### config.mk
export PLATFORM = sky130hd
export DESIGN_NAME = vend_tone_sequencer
export DESIGN_NICKNAME = d
export VERILOG_FILES = /design/src/rtl/vend_audio_pkg.sv /design/src/rtl/vend_square_gen.sv /design/src/rtl/vend_tone_sequencer.sv
export SDC_FILE = /design/constraint.sdc
export NUM_CORES = 1
export LEC_CHECK = 0
export BUFFER_PORTS_ARGS = -buffer_cell sky130_fd_sc_hd__buf_2
export CORE_MARGIN = 1.5
export CORE_UTILIZATION = 49
export DETAILED_ROUTE_END_ITERATION = 8
export PLACE_DENSITY = 0.75
export RECOVER_POWER = 25
export SETUP_SLACK_MARGIN = 0.4
export SLEW_MARGIN = 10
export SYNTH_ARGS = -nofsm -noshare
export SYNTH_HDL_FRONTEND = slang
export SYNTH_SLANG_ARGS = --single-unit
### constraint.sdc
create_clock -name clk_i -period 6 [get_ports clk_i]
set_input_delay 1.2 -clock clk_i [delete_from_list [all_inputs] [get_ports clk_i]]
set_output_delay 1.2 -clock clk_i [all_outputs]
set_load 0.01 [all_outputs]
### src/rtl/vend_audio_pkg.sv
// Shared constants for the vending tone sequencer: note codes, melody IDs, the
// melody ROM and the note-to-half-period mapping.
package vend_audio_pkg;

   localparam logic [2:0] NOTE_END = 3'd0;
   localparam logic [2:0] NOTE_C5  = 3'd1;
   localparam logic [2:0] NOTE_E5  = 3'd2;
   localparam logic [2:0] NOTE_G5  = 3'd3;
   localparam logic [2:0] NOTE_C6  = 3'd4;
   localparam logic [2:0] NOTE_A3  = 3'd5;

   localparam logic [1:0] MEL_COIN   = 2'd0;
   localparam logic [1:0] MEL_VEND   = 2'd1;
   localparam logic [1:0] MEL_CHANGE = 2'd2;
   localparam logic [1:0] MEL_ERROR  = 2'd3;

   typedef enum logic [1:0] {StIdle, StTone, StGap} state_e;

   // Indexed [melody_id][slot]; NOTE_END terminates a melody early.
   localparam logic [2:0] MELODY_ROM [4][4] = '{
      '{NOTE_G5, NOTE_END, NOTE_END, NOTE_END},
      '{NOTE_C5, NOTE_E5,  NOTE_G5,  NOTE_C6 },
      '{NOTE_E5, NOTE_C5,  NOTE_END, NOTE_END},
      '{NOTE_A3, NOTE_A3,  NOTE_END, NOTE_END}
   };

   function automatic int unsigned half_period(input logic [2:0] code,
                                               input int unsigned clk_hz,
                                               input int unsigned tone_div);
      case (code)
         NOTE_C5: return clk_hz / (2 * 523) / tone_div;
         NOTE_E5: return clk_hz / (2 * 659) / tone_div;
         NOTE_G5: return clk_hz / (2 * 784) / tone_div;
         NOTE_C6: return clk_hz / (2 * 1047) / tone_div;
         NOTE_A3: return clk_hz / (2 * 220) / tone_div;
         default: return 0;
      endcase
   endfunction

   // Priority rank: error > vend > change > coin.
   function automatic logic [1:0] mel_prio(input logic [1:0] mel);
      case (mel)
         MEL_ERROR:  return 2'd3;
         MEL_VEND:   return 2'd2;
         MEL_CHANGE: return 2'd1;
         default:    return 2'd0;
      endcase
   endfunction

endpackage

### src/rtl/vend_square_gen.sv
// Square-wave generator: toggles every half_i cycles while enabled, low otherwise.
module vend_square_gen #(
   parameter int unsigned HpW = 18
) (
   input  logic           clk_i,
   input  logic           rst_i,
   input  logic           en_i,
   input  logic           restart_i,
   input  logic [HpW-1:0] half_i,
   output logic           sq_o
);

   logic [HpW-1:0] cnt_q, cnt_d;
   logic [HpW-1:0] hp_q, hp_d;
   logic           sq_q, sq_d;

   always_comb begin
      cnt_d = cnt_q;
      hp_d  = hp_q;
      sq_d  = sq_q;
      if (restart_i) begin
         hp_d  = half_i;
         cnt_d = half_i - HpW'(1);
         sq_d  = 1'b0;
      end else if (en_i) begin
         if (cnt_q == '0) begin
            sq_d  = ~sq_q;
            cnt_d = hp_q - HpW'(1);
         end else begin
            cnt_d = cnt_q - HpW'(1);
         end
      end else begin
         sq_d = 1'b0;
      end
   end

   always_ff @(posedge clk_i or posedge rst_i) begin
      if (rst_i) begin
         cnt_q <= '0;
         hp_q  <= '0;
         sq_q  <= 1'b0;
      end else begin
         cnt_q <= cnt_d;
         hp_q  <= hp_d;
         sq_q  <= sq_d;
      end
   end

   assign sq_o = sq_q;

endmodule

### src/rtl/vend_tone_sequencer.sv
// Turns vending event pulses into short square-wave melodies for the Pmod AMP2.
// Define VEND_TONE_QUEUE_EN to keep one dropped lower/equal-priority event pending.
module vend_tone_sequencer
   import vend_audio_pkg::*;
#(
   parameter int unsigned CLK_HZ      = 100_000_000,
   parameter int unsigned NOTE_CYCLES = 10_000_000,
   parameter int unsigned GAP_CYCLES  = 1_000_000,
   parameter int unsigned TONE_DIV    = 1
) (
   input  logic       clk_i,
   input  logic       rst_i,
   input  logic       ev_coin_i,
   input  logic       ev_vend_i,
   input  logic       ev_change_i,
   input  logic       ev_error_i,
   input  logic       mute_i,
   output logic       busy_o,
   output logic [1:0] melody_id_o,
   output logic       aud_pwm_o,
   output logic       aud_sd_o
);

   localparam int unsigned HP_W    = $clog2(half_period(NOTE_A3, CLK_HZ, 1));
   localparam int unsigned DUR_MAX = (NOTE_CYCLES > GAP_CYCLES) ? NOTE_CYCLES : GAP_CYCLES;
   localparam int unsigned DUR_W   = $clog2(DUR_MAX + 1);
   localparam logic [DUR_W-1:0] NOTE_LOAD = DUR_W'(NOTE_CYCLES - 1);
   localparam logic [DUR_W-1:0] GAP_LOAD  = DUR_W'(GAP_CYCLES - 1);

   state_e           state_q, state_d;
   logic [1:0]       mel_q, mel_d;
   logic [1:0]       slot_q, slot_d;
   logic [DUR_W-1:0] dur_q, dur_d;
   logic             aud_sd_q;
   logic             ev_any, preempt, restart, start, sq;
   logic [1:0]       ev_mel, start_mel, next_slot;
   logic [2:0]       tone_code, next_code;
`ifdef VEND_TONE_QUEUE_EN
   logic             pend_valid_q, pend_valid_d;
   logic [1:0]       pend_mel_q, pend_mel_d;
`endif

   always_comb begin
      ev_any = ev_error_i | ev_vend_i | ev_change_i | ev_coin_i;
      if (ev_error_i)       ev_mel = MEL_ERROR;
      else if (ev_vend_i)   ev_mel = MEL_VEND;
      else if (ev_change_i) ev_mel = MEL_CHANGE;
      else                  ev_mel = MEL_COIN;
   end

   assign preempt   = ev_any && (mel_prio(ev_mel) > mel_prio(mel_q));
   assign next_slot = slot_q + 2'd1;
   // Slot 3 is always the last note, so the pointer never wraps.
   assign next_code = (slot_q == 2'd3) ? NOTE_END : MELODY_ROM[mel_q][next_slot];

   always_comb begin
      state_d   = state_q;
      mel_d     = mel_q;
      slot_d    = slot_q;
      dur_d     = dur_q;
      restart   = 1'b0;
      start     = 1'b0;
      start_mel = ev_mel;
      tone_code = MELODY_ROM[mel_q][slot_q];
`ifdef VEND_TONE_QUEUE_EN
      pend_valid_d = pend_valid_q;
      pend_mel_d   = pend_mel_q;
`endif
      unique case (state_q)
         StIdle: start = ev_any;
         StTone, StGap: begin
            if (preempt) begin
               start = 1'b1;
            end else if (dur_q != '0) begin
               dur_d = dur_q - DUR_W'(1);
            end else if (state_q == StTone) begin
               state_d = StGap;
               dur_d   = GAP_LOAD;
            end else if (next_code != NOTE_END) begin
               slot_d    = next_slot;
               state_d   = StTone;
               dur_d     = NOTE_LOAD;
               restart   = 1'b1;
               tone_code = next_code;
`ifdef VEND_TONE_QUEUE_EN
            end else if (pend_valid_q) begin
               start        = 1'b1;
               start_mel    = pend_mel_q;
               pend_valid_d = 1'b0;
`endif
            end else begin
               state_d = StIdle;
            end
         end
         default: state_d = StIdle;
      endcase

      if (start) begin
         mel_d     = start_mel;
         slot_d    = 2'd0;
         state_d   = StTone;
         dur_d     = NOTE_LOAD;
         restart   = 1'b1;
         tone_code = MELODY_ROM[start_mel][0];
      end

`ifdef VEND_TONE_QUEUE_EN
      // Keep the strongest event that could not preempt the running melody.
      if (ev_any && (state_q != StIdle) && !preempt &&
          (!pend_valid_d || (mel_prio(ev_mel) > mel_prio(pend_mel_d)))) begin
         pend_valid_d = 1'b1;
         pend_mel_d   = ev_mel;
      end
`endif
   end

   always_ff @(posedge clk_i or posedge rst_i) begin
      if (rst_i) begin
         state_q  <= StIdle;
         mel_q    <= MEL_COIN;
         slot_q   <= 2'd0;
         dur_q    <= '0;
         aud_sd_q <= 1'b1;
`ifdef VEND_TONE_QUEUE_EN
         pend_valid_q <= 1'b0;
         pend_mel_q   <= MEL_COIN;
`endif
      end else begin
         state_q  <= state_d;
         mel_q    <= mel_d;
         slot_q   <= slot_d;
         dur_q    <= dur_d;
         aud_sd_q <= ~mute_i;
`ifdef VEND_TONE_QUEUE_EN
         pend_valid_q <= pend_valid_d;
         pend_mel_q   <= pend_mel_d;
`endif
      end
   end

   vend_square_gen #(
      .HpW(HP_W)
   ) u_square (
      .clk_i    (clk_i),
      .rst_i    (rst_i),
      .en_i     (state_q == StTone),
      .restart_i(restart),
      .half_i   (HP_W'(half_period(tone_code, CLK_HZ, TONE_DIV))),
      .sq_o     (sq)
   );

   assign busy_o      = (state_q != StIdle);
   assign melody_id_o = mel_q;
   assign aud_pwm_o   = sq & (state_q == StTone) & ~mute_i;
   assign aud_sd_o    = aud_sd_q;

endmodule

Yosys cells after proc, flatten, opt, wreduce, memory -nomap -nowiden:

Cells that the tools add are included.

* $add $sub $neg: 5
* multiplexer cells: 57
* bitwise logic cells: 11
* equal/unequal tests: 21
* $lt $le $gt $ge: 5
* reduce and logical (&&, ||, !) cells: 14

Operators with widths (count)
* 24-bit two-way mux: 6
* 18-bit one-hot mux with 5 select lines: 1
* 18-bit two-way mux: 3
* 18-bit by 1-bit subtractor with 18-bit output (second input constant): 3
* 12-bit binary-select mux with 2-bit select: 2
* 12-bit two-way mux: 4
* 3-bit two-way mux: 11
* 2-bit two-way mux: 13
* 24-bit nonzero test: 1
* 24-bit by 1-bit subtractor with 24-bit output (second input constant): 1
* 18-bit zero test: 1
* 3-bit binary-select mux with 2-bit select: 2
* 2-bit == test (second input constant): 6
* 3-bit greater-or-equal comparator (second input constant): 4
* 2-bit NOT with 3-bit output: 4
* 2-bit one-hot mux with 3 select lines: 2
* 1-bit two-way mux: 11
* 3-bit inequality test (second input constant): 3
* 2-bit nonzero test: 4
* 2-bit by 1-bit == test with 1-bit output (second input constant): 3
* 3-bit by 2-bit == test with 1-bit output (second input constant): 2
* 3-bit == test (second input constant): 2
* 2-bit inequality test (second input constant): 3
* 3-bit AND reduction: 2
* 15 further kinds: 19

* register bits after elaboration: 68
* word-level logic and storage cells: 121
* input bits: 7

Depth between registers and ports, before layout:

* depth in word-level cells: 19
* gate-level depth with buffers: 16

Cells and area by module:

A second synthesis with hierarchy kept.

* cell total of the unflattened synthesis: 516
* area total of the unflattened synthesis: 4443.0 um^2

Modules (own cells, without submodules)
* vend_square_gen: area an instance 2250.9 um^2, seq. area each 925.9 um^2, instances 1, cells each 248
* vend_tone_sequencer: area an instance 2192.1 um^2, seq. area each 777.0 um^2, instances 1, cells each 268

Worst setup path after synthesis:

No wires, ideal clock.

* path type: input -> register
* from: input port ev_error_i
* to: register u_square.cnt_q[12]
* cell stages on the path: 15
* setup slack: 1.257 ns
* path buffers: 2
* arrival: 4.619 ns
* required time: 5.876 ns
* cells stage by stage: or2_2 ha_1 and2b_1 o211ai_1 nand4_1 nand2_1 clkbuf_1 clkbuf_1 nor2_1 nor2_1 ha_1 nand4_2 or2_1 o311a_1 a211o_1

* longest elaborated chain between the ends: 12

Ends and longest elaborated chain
* start: declaration: RTL line vend_tone_sequencer.sv:16 `input logic ev_error_i,`
* 2-bit two-way mux: RTL line vend_tone_sequencer.sv:45 `if (ev_error_i) ev_mel = MEL_ERROR;`
* 2-bit == test or 2-bit by 1-bit == test with 1-bit output (tied branches): RTL line vend_audio_pkg.sv:42 `case (mel)`
* 2-bit one-hot mux with 3 select lines: RTL line vend_audio_pkg.sv:42
* 2-bit greater-than comparator: RTL line vend_tone_sequencer.sv:51 `assign preempt = ev_any && (mel_prio(ev_mel) > mel_prio(mel_q));`
* 1-bit logical AND: RTL line vend_tone_sequencer.sv:51
* 1-bit two-way mux or 3-bit two-way mux (tied branches): RTL line vend_tone_sequencer.sv:72 `if (preempt) begin`
* 1-bit one-hot mux with 2 select lines or 3-bit two-way mux (tied branches): RTL line vend_tone_sequencer.sv:69 `unique case (state_q)`
* 3-bit two-way mux: RTL line vend_tone_sequencer.sv:98 `if (start) begin`
* 3-bit == test (tied with other cells): RTL line vend_audio_pkg.sv:30 `case (code)`
* 18-bit one-hot mux with 5 select lines: RTL line vend_audio_pkg.sv:30
* 18-bit by 1-bit subtractor with 18-bit output: RTL line vend_square_gen.sv:23 `cnt_d = half_i - HpW'(1);`
* 18-bit two-way mux: RTL line vend_square_gen.sv:21 `if (restart_i) begin`
* end signal: assignment: RTL line vend_square_gen.sv:43 `cnt_q <= cnt_d;`
* end: declaration: RTL line vend_square_gen.sv:13 `logic [HpW-1:0] cnt_q, cnt_d;`

Several ways; a longest one is shown, not always the timed one. The select of a mux whose other input is x is not followed.
A chain may end at the register's enable or synchronous reset.

Worst setup path in the final report:

* from: input port ev_error_i
* to: register u_square.cnt_q[12]

* longest elaborated chain between the ends: 12

Ends and longest elaborated chain
* 2-bit two-way mux (*): RTL line vend_tone_sequencer.sv:45
* named net ev_mel[0]: RTL line vend_tone_sequencer.sv:36 `logic [1:0] ev_mel, start_mel, next_slot;`
* 2-bit == test or 2-bit by 1-bit == test with 1-bit output (tied branches): RTL line vend_audio_pkg.sv:42
* 2-bit one-hot mux with 3 select lines: RTL line vend_audio_pkg.sv:42
* 2-bit greater-than comparator: RTL line vend_tone_sequencer.sv:51
* 1-bit logical AND: RTL line vend_tone_sequencer.sv:51
* 1-bit two-way mux or 3-bit two-way mux (tied branches): RTL line vend_tone_sequencer.sv:72
* 1-bit one-hot mux with 2 select lines or 3-bit two-way mux (tied branches): RTL line vend_tone_sequencer.sv:69
* 3-bit two-way mux: RTL line vend_tone_sequencer.sv:98
* 3-bit == test (tied with other cells): RTL line vend_audio_pkg.sv:30
* 18-bit one-hot mux with 5 select lines: RTL line vend_audio_pkg.sv:30
* 18-bit by 1-bit subtractor with 18-bit output: RTL line vend_square_gen.sv:23
* 18-bit two-way mux: RTL line vend_square_gen.sv:21

Mark *: on every way through the listed nets, which the timed path passes. The rest lies on a longest branch. The select of a mux whose other input is x is not followed.

==> flow_summary.ini <==
[cts]
ctsRootBufferMaster = clkbuf_8
htree_levels = 3
post_cts_buffers = 0
clock-sinks = 64
cts_tree = done
cts_buffer_depth = 2
cts_resized = 0
cts_buffers = 9
ctsHoldBuffers = 0
clk_latency_ns = 0.35
clk_pin_slew_ns = 0.08

[global_route]
track_usage_pct = 24.3
grt_pass1_vias = 3865
grt_pass1_wl_um = 19200
grt_max_degree = 65
antenna_found_initial = 0
overflow = 0

[logic_synthesis]
synth_most_common_cell = dfrtp_1
yosysWarnings = 0
synth_top_cells_by_area = dfrtp_1 (35%), nor2_1 (5.0%), a21oi_1 (4.5%)
yosys.area.top_type_share_pct = 34.9
synth_top_area_cell = dfrtp_1
async_flop_share_pct = 100
syn_avg_cell_area_sq_um = 8.73
ys_types = 84
syn_area_sq_um = 4520
synth_sequential_area_ratio_pct = 35.4
synthFlopType = dfrtp_1
syn_inst = 518
synth_edf_count = 0
synth_common_cells = dfrtp_1 (63), nor2_1 (60), a21oi_1 (41), nand2_1 (41), nor3_1 (31)
synth_seq_cells = 64
syn_nets = 533

[flow_run]
max-cap-violations = 1

[detailed_routing]
drc = 0
vias = 4077
avgViaCountPerCell = 6.40
drt-initial-drc-count = 281
firstDrtPassIters = 4
antenna_left = 0
wl_per_cell_um = 18.0
wirelength_um = 11500

[sta]
fmax_mhz = 203
rsz0062_at_grt = no
finClkSkew_ns = 0.0135
hold_violations = 0
worstMarginPinSlew_ns = 3.48
fin_setup_tns_ns = 0
maxSlewHeadroom_pct = -132
whs_ns = 0.484
finalMaxSlewViolations = 65
fin_crit_sh_pct = 82.0
fin_ws_ns = 1.08
setup_violations = 0
layout_min_cycle_time_ns = 4.92

[placement]
dp_cells = 621
io_buffers = 11
dp_hpwl_um = 8160
detailedPlace.worstSlack_ns = 0.771
gp_congestion = 0.935

[finish]
syn2layout_area_growth_pct = 7.80
n_fill_cell = 793
drive_gt1_share_pct = 14.2
antenna_cells = 0
layout.nets = 539
stdcell_count = 637

[power_and_ir_drop]
vdd_drop_max_uv = 228
clock_power_share_pct = 15.0
pwr-share-comb_pct = 60.3
p_per_area_nw_per_um2 = 598
p_int_uw = 1440
power_frac_seq_pct = 24.7
leakage_uw = 0.00189
p_sw_uw = 1470
p_sw_share_pct = 50.5

[worst_setup_path]
startpoint_type = input port
cp.required_ns = 6.24
path_class = input port to flip-flop
worstRegToRegCells = 14
crit_start = ev_error_i
crit_end = u_square.cnt_q[12]
crit_fanout = 14
r2r-start = state_q[1]
reg2reg_slack_ns = 1.68
reg2reg_to = u_square.cnt_q[12]
endpoint_kind = flip-flop
arrival_ns = 5.16

[die]
initial_core_util_pct = 51.1
dieArea_sq_um = 9820
die_width_um = 99.1
die_height_um = 99.1
core_area_sq_um = 8850
rows = 34
io_pins = 12

[worst_hold_path]
hold_class = flip-flop to flip-flop

[status]
status = complete, but fails checks
violations = capacitance limit, slew limit
## state kept, by name, indices dropped and copies added (netlist names)
name,cells
dur_q,24
u_square.cnt_q,18
u_square.hp_q,14
melody_id_o,2
slot_q,2
state_q,2
aud_sd_o,1
u_square.sq_o,1
## power groups by stage
stage | clock network [uW] | registers, uW | logic, uW
floorplan | 0 | 668 | 1380
global placement | 0 | 717 | 1680
detailed placement | 0 | 720 | 1730
CTS | 441 | 713 | 1730
global route | 459 | 733 | 1930
finish | 438 | 719 | 1760
## cells by family (layout without fill, tap and decap cells)
family / after synthesis / count (layout) / synth area share [%]
AO/OA/AOI/OAI: 157 / 157 / 24.8
XOR/XNOR: 23 / 23 / 4.45
adder cells (fa/ha/maj): 8 / 8 / 2.21
buffers and inverters: 33 / 44 / 3.13
flip-flops: 64 / 64 / 35.4
multiplexers: 1 / 1 / 0.221
AND/OR/NAND/NOR: 232 / 232 / 29.7
## critical path, stage by stage
cell and delay, ns:
buf_2 0.13, or2_2 0.32, ha_1 0.32, and2b_1 0.21
o211a_1 0.29, o21ai_4 0.43, nand2_1 0.34, a31o_2 0.35
nor2_1 0.12, ha_1 0.27, nand4_2 0.25, or2_1 0.35
o311a_1 0.36, a211o_1 0.22
## how the worst min path moves through the flow
stage,cells past startpoint,slack (ns),start,endpoint
detailed placement,2,0.47,u_square.hp_q[4],u_square.hp_q[4]
global route,2,0.51,u_square.hp_q[4],u_square.hp_q[4]
finish,2,0.48,u_square.hp_q[17],u_square.hp_q[17]
global placement,2,0.46,u_square.hp_q[4],u_square.hp_q[4]
CTS,2,0.49,u_square.hp_q[4],u_square.hp_q[4]
floorplan,2,0.45,u_square.hp_q[3],u_square.hp_q[3]
## cell usage in the layout (no fill, tap or decap), types with 3 or more instances in the layout
cell	instances
buf_2	11
a21oi_1	41
nor2_1	60
xnor2_1	15
nor4b_1	4
and2_1	7
nand4_1	4
o211ai_1	8
o22a_1	5
a211oi_1	3
o31ai_2	3
and3_1	10
ha_1	8
a21oi_2	4
inv_1	12
o21a_1	4
dfrtp_1	63
o21ai_0	26
nand2_1	41
nor4_1	7
or3_1	6
o21ai_1	5
and4_1	3
nand3_1	14
a31oi_1	12
a211o_1	4
xor2_1	8
buf_4	3
clkbuf_8	10
o31ai_1	5
a21o_1	9
nor3_1	31
or4_1	5
clkinvlp_4	3
nand2b_1	7
nor2b_1	4
nor4_4	4
or4_4	3
## cell type report
type                            count  area (sq um)  area share [%]
Inverter                           13          48.8            1.00
Sequential cell                    64          1600            32.9
Clock inverter                      6          91.3            1.87
Tap cell                          108           135            2.77
Timing Repair Buffer               15          81.3            1.67
Multi-Input combinational cell    421          2780            57.0
Clock buffer                       10           138            2.82
## layer usage
layer / wire length, um / GRT usage [%]
met3: 642 / 4.61
met2: 5400 / 39.0
met5: 0 / 0
met4: 342 / 10.3
met1: 5080 / 32.3
## through the flow
| stage | instance area, sq um | utilization, % | power [uW] |
|---|---|---|---|
| floorplan | 4520 | - | 2050 |
| detailed placement | 4650 | 52.6 | 2450 |
| CTS | 4880 | 55.1 | 2890 |
| global placement | 4650 | 52.6 | 2400 |
| global route | 4880 | 55.1 | 3130 |
| finish | 4880 | 55.1 | 2910 |
No activity file was read; power rests on OpenSTA's default activity.
